===== src/rtl/dm_arbiter.sv =====
// ---------------------------------------------------------------------------
// dm_arbiter
// Two-port round-robin arbiter and sequencer for the 4 KiB word-addressed
// data memory. Requester m0 (CPU load/store) and m1 (DMA/debug loader) share
// the single memory port. Each access is latched at grant, driven to the
// memory for exactly one ACCESS cycle and completed with a one-cycle ack
// (RESP cycle) carrying the read data.
//
// Ports
//   clk, rst                 system clock, asynchronous active-high reset
//   m0_req/we/addr/wdata     requester 0 request inputs
//   m0_gnt/ack/rdata         requester 0 grant (ACCESS), done pulse, read data
//   m1_*                     same set for requester 1
//   dm_we/addr/din           data memory write enable, word address, write data
//   dm_dout                  data memory combinational read data
// Parameter
//   RR_INIT                  requester holding priority after reset (0 or 1)
// ---------------------------------------------------------------------------
module dm_arbiter #(
   parameter logic RR_INIT = 1'b0
) (
   input  logic        clk,
   input  logic        rst,
   input  logic        m0_req,
   input  logic        m0_we,
   input  logic [9:0]  m0_addr,
   input  logic [31:0] m0_wdata,
   output logic        m0_gnt,
   output logic        m0_ack,
   output logic [31:0] m0_rdata,
   input  logic        m1_req,
   input  logic        m1_we,
   input  logic [9:0]  m1_addr,
   input  logic [31:0] m1_wdata,
   output logic        m1_gnt,
   output logic        m1_ack,
   output logic [31:0] m1_rdata,
   output logic        dm_we,
   output logic [9:0]  dm_addr,
   output logic [31:0] dm_din,
   input  logic [31:0] dm_dout
);

   localparam logic [1:0] ST_IDLE   = 2'd0;
   localparam logic [1:0] ST_ACCESS = 2'd1;
   localparam logic [1:0] ST_RESP   = 2'd2;

   logic [1:0]  state_r;
   logic        prio_r;
   logic        owner_r;
   logic        req_we_r;
   logic [9:0]  req_addr_r;
   logic [31:0] req_wdata_r;
   logic        m0_gnt_r;
   logic        m1_gnt_r;
   logic        m0_ack_r;
   logic        m1_ack_r;
   logic        dm_we_r;
   logic [31:0] m0_rdata_r;
   logic [31:0] m1_rdata_r;

   logic        any_req_s;
   logic        winner_s;
   logic        sel_we_s;
   logic [9:0]  sel_addr_s;
   logic [31:0] sel_wdata_s;

   // Arbitration: a lone requester wins outright, a tie goes to prio_r.
   always_comb begin
      any_req_s   = m0_req | m1_req;
      winner_s    = 1'b0;
      if (m0_req && m1_req) begin
         winner_s = prio_r;
      end else if (m1_req) begin
         winner_s = 1'b1;
      end else begin
         winner_s = 1'b0;
      end
      if (winner_s) begin
         sel_we_s    = m1_we;
         sel_addr_s  = m1_addr;
         sel_wdata_s = m1_wdata;
      end else begin
         sel_we_s    = m0_we;
         sel_addr_s  = m0_addr;
         sel_wdata_s = m0_wdata;
      end
   end

   // Sequencer FSM with registered gnt/ack/dm_we decodes; priority rotates on
   // every grant, including grants made without contention.
   always_ff @(posedge clk or posedge rst) begin
      if (rst) begin
         state_r  <= ST_IDLE;
         prio_r   <= RR_INIT;
         owner_r  <= 1'b0;
         m0_gnt_r <= 1'b0;
         m1_gnt_r <= 1'b0;
         m0_ack_r <= 1'b0;
         m1_ack_r <= 1'b0;
         dm_we_r  <= 1'b0;
      end else begin
         case (state_r)
            ST_IDLE: begin
               if (any_req_s) begin
                  state_r  <= ST_ACCESS;
                  owner_r  <= winner_s;
                  prio_r   <= ~winner_s;
                  m0_gnt_r <= ~winner_s;
                  m1_gnt_r <= winner_s;
                  dm_we_r  <= sel_we_s;
               end
            end
            ST_ACCESS: begin
               state_r  <= ST_RESP;
               m0_gnt_r <= 1'b0;
               m1_gnt_r <= 1'b0;
               dm_we_r  <= 1'b0;
               m0_ack_r <= ~owner_r;
               m1_ack_r <= owner_r;
            end
            ST_RESP: begin
               state_r  <= ST_IDLE;
               m0_ack_r <= 1'b0;
               m1_ack_r <= 1'b0;
            end
            default: begin
               state_r  <= ST_IDLE;
               m0_gnt_r <= 1'b0;
               m1_gnt_r <= 1'b0;
               m0_ack_r <= 1'b0;
               m1_ack_r <= 1'b0;
               dm_we_r  <= 1'b0;
            end
         endcase
      end
   end

   // Request register: captured only at grant so later input changes cannot
   // disturb the access in flight.
   always_ff @(posedge clk or posedge rst) begin
      if (rst) begin
         req_we_r    <= 1'b0;
         req_addr_r  <= 10'd0;
         req_wdata_r <= 32'd0;
      end else if ((state_r == ST_IDLE) && any_req_s) begin
         req_we_r    <= sel_we_s;
         req_addr_r  <= sel_addr_s;
         req_wdata_r <= sel_wdata_s;
      end
   end

   // Read data capture on the ACCESS closing edge; writes leave rdata alone.
   always_ff @(posedge clk or posedge rst) begin
      if (rst) begin
         m0_rdata_r <= 32'd0;
         m1_rdata_r <= 32'd0;
      end else if ((state_r == ST_ACCESS) && !req_we_r) begin
         if (owner_r) begin
            m1_rdata_r <= dm_dout;
         end else begin
            m0_rdata_r <= dm_dout;
         end
      end
   end

   assign m0_gnt   = m0_gnt_r;
   assign m1_gnt   = m1_gnt_r;
   assign m0_ack   = m0_ack_r;
   assign m1_ack   = m1_ack_r;
   assign m0_rdata = m0_rdata_r;
   assign m1_rdata = m1_rdata_r;
   assign dm_we    = dm_we_r;
   assign dm_addr  = req_addr_r;
   assign dm_din   = req_wdata_r;

endmodule


===== config.mk =====
export PLATFORM = sky130hd
export DESIGN_NAME = dm_arbiter
export DESIGN_NICKNAME = d
export VERILOG_FILES = /design/src/rtl/dm_arbiter.sv
export SDC_FILE = /design/constraint.sdc
export NUM_CORES = 1
export LEC_CHECK = 0
export ABC_CLOCK_PERIOD_IN_PS = 8900
export CORE_MARGIN = 2
export CORE_UTILIZATION = 44
export DETAILED_ROUTE_END_ITERATION = 8
export PLACE_DENSITY = 0.83
export SYNTH_ARGS = -nofsm -noshare
export SYNTH_HDL_FRONTEND = slang
export SYNTH_SLANG_ARGS = --single-unit

===== constraint.sdc =====
create_clock -name clk -period 8.9 [get_ports clk]
set_input_delay 2.225 -clock clk [delete_from_list [all_inputs] [get_ports clk]]
set_output_delay 2.225 -clock clk [all_outputs]
set_load 0.01 [all_outputs]

==> flow_metrics.py <==
metrics = {
    "floorplan": {
        "io_pins": 233,
        "chipWidth_um": 108.1,
        "initial_core_util": 0.4456,
        "core_um2": 10700,
        "rows": 38,
        "die_h_um": 108.1,
        "die-area_um2": 11680,
    },
    "worst_setup_path": {
        "cpLargestDelayFamily": "buffers and inverters",
        "path_class": "reg2out",
        "crit_required_ns": 6.68,
        "cp_max_fo": 2,
        "path_buf_inv": 1,
        "critPathLaunchType": "flip-flop",
        "path_cells": "clkdlybuf4s50_1",
        "max_stage_delay_ns": 0.56,
        "cp_slowest_cell": "clkdlybuf4s50_1",
        "worst_setup_path_end_kind": "output port",
        "r2r_cells": 4,
        "critPathArrivalTime_ns": 1.43,
        "critical_path_depth": 1,
    },
    "synth": {
        "synth_cell_types": 23,
        "avgSynthCellArea_um2": 14.99,
        "yosysSeqAreaShare": 0.6089,
        "syn_inst": 318,
        "synthFlopType": "dfrtp_1",
        "netlist_top_cells_count": "116 x dfrtp_1, 50 x mux2_2, 44 x a221o_1",
        "yosysWarnings": 0,
        "netlist_area_um2": 4767,
        "async_flop_share": 1.000,
        "synth_top_area_share": 0.6089,
        "ys_seq_elements": 116,
        "yosys.area.top_type": "dfrtp_1",
        "syn_nets": 440,
        "synth_most_common_cell": "dfrtp_1",
        "synth_edf_count": 0,
        "netlist_top_cells_area": "dfrtp_1 61%, mux2_2 12%, a221o_1 9.2%",
    },
    "timing": {
        "timing.slew.headroom": 0.3791,
        "final_max_slew_viol_count": 0,
        "whs_ns": 0.4834,
        "rsz0062_at_grt": "no",
        "period_minus_slack_ns": 3.655,
        "tightest_slew_ns": 0.9292,
        "fmax_mhz": 273.6,
        "fin_tns_setup_ns": 0,
        "setup_violations": 0,
        "clock_skew_ns": 0.009401,
        "period_share": 0.4107,
        "finalHoldViolations": 0,
    },
    "global_route": {
        "grt_pass1_vias": 3958,
        "grt_pass1_wl_um": 19790,
        "grt_max_degree": 64,
        "grt_overflow": 0,
        "antenna_found_initial": 0,
        "grt_use_total": 0.2208,
    },
    "layout": {
        "antennaDiodeCount": 0,
        "final_core_util": 0.7206,
        "syn_to_final_growth_pct": 61.71,
        "drive_above_1_share": 0.1607,
        "layout.nets": 669,
        "nFillCells": 751,
        "final_area_um2": 7709,
    },
    "drt": {
        "wl_um": 13020,
        "drt_first_pass_iters": 4,
        "drc": 0,
        "routedWlPerCell_um": 18.59,
        "ant_nets": 0,
        "vias_per_cell": 5.311,
        "drtIter0Drc": 164,
        "dr_total_vias": 3718,
    },
    "clocking": {
        "insertion_delay_ns": 0.50,
        "clk_pin_slew_ns": 0.06,
        "hold_buffers": 0,
        "clock_path_buffers": 2,
        "htree_levels": 4,
        "post_cts_buffers": 0,
        "cts_tree": "done",
        "post_cts_resized": 0,
        "cts_root_buf": "clkbuf_8",
        "clock-sinks": 116,
        "cts_buffers": 17,
    },
    "outcome": {
        "status": "complete, no violations",
    },
    "power_and_ir_drop": {
        "fin_total_pwr_mw": 2.896,
        "p_leak_nw": 3.213,
        "vdd_ir_drop_max_mv": 0.1938,
        "power_density_nw_per_um2": 375.7,
    },
    "place": {
        "place_hpwl_um": 9125,
        "postPlaceCellArea_um2": 7106,
        "io_buffers": 232,
        "place_congestion": 0.7294,
    },
    "min_path": {
        "min_path_cells": 1,
        "hold_class": "reg2reg",
    },
    "run": {
        "max_cap_viol_count": 0,
    },
}
## worst register-to-register path, stage by stage, from the launching register on
cell	delay, ns
dfrtp_1	0.47
nor2_4	0.76
and3_1	0.40
buf_4	0.44
a221o_1	0.26
## routing by layer
metal,up-vias,share of wire,global-route usage
li1,1659,-,-
met1,1857,0.39,0.2565
met2,184,0.50,0.3724
met3,18,0.10,0.08740
met4,0,0.011,0.07692
met5,-,0,0
## placed cells by master (no fill, tap or decap), types with 3 or more instances in the layout
cell type / count
a21o_1: 4
a21boi_0: 43
clkbuf_8: 5
mux2_1: 14
a221o_1: 44
buf_4: 4
clkbuf_1: 3
clkdlybuf4s50_1: 232
clkbuf_16: 16
clkinvlp_4: 3
bufinv_16: 3
mux2_2: 50
inv_1: 4
dfrtp_1: 116
## layout make-up
type	count	area, um2	area share
inverter	5	21.27	0.002759
multi-input combinational	171	1654	0.2146
timing repair buffer	236	2352	0.3051
clock buffer	24	480.5	0.06233
tap	140	175.2	0.02272
sequential	116	2903	0.3766
clock inverter	8	122.6	0.01591
## per-stage QoR
| stage | worst slack, ns | std cells |
|---|---|---|
| 2_1_floorplan | 3.603 | 318 |
| 5_1_grt | 5.182 | 700 |
| 6_report | 5.245 | 700 |
| 3_5_place_dp | 4.861 | 668 |
| 4_1_cts | 5.227 | 700 |
| 3_3_place_gp | 4.928 | 668 |
## final timing paths
| path | to | slack [ns] | start |
|---|---|---|---|
| worst max-delay path | m1_gnt | 5.24 | m1_gnt |
| max in group asynchronous | m1_rdata[21] | 5.48 | rst |
| min in group asynchronous | dm_din[30] | 2.17 | rst |
| worst max register to register | dm_din[4] | 6.50 | state_r[1] |
| worst min register to register | m1_rdata[31] | 0.48 | m1_rdata[31] |
| worst min-delay path | m1_rdata[31] | 0.48 | m1_rdata[31] |
## flip-flops by register name (all words and copies together), names as in the netlist
| name | cells |
|---|---|
| dm_addr | 10 |
| dm_din | 32 |
| dm_we | 1 |
| m0_ack | 1 |
| m0_gnt | 1 |
| m0_rdata | 32 |
| m1_ack | 1 |
| m1_gnt | 1 |
| m1_rdata | 32 |
| owner_r | 1 |
| prio_r | 1 |
| req_we_r | 1 |
| state_r | 2 |
## cells by family after synthesis
logic type,Yosys count,share of synthesized area
AOI/OAI and AO/OA,93,0.1690
buffers and inverters,31,0.04410
DFF,116,0.6089
muxes,66,0.1554
and+or+nand+nor,12,0.02258
## power by group
group          total (mW)  leakage, nW  internal, mW  switching (mW)
Sequential          0.953         1.41         0.796           0.157
Combinational        1.26         1.52         0.766           0.497
Clock               0.680        0.287         0.455           0.225
Note: power is estimated with default switching activity, not from simulation.
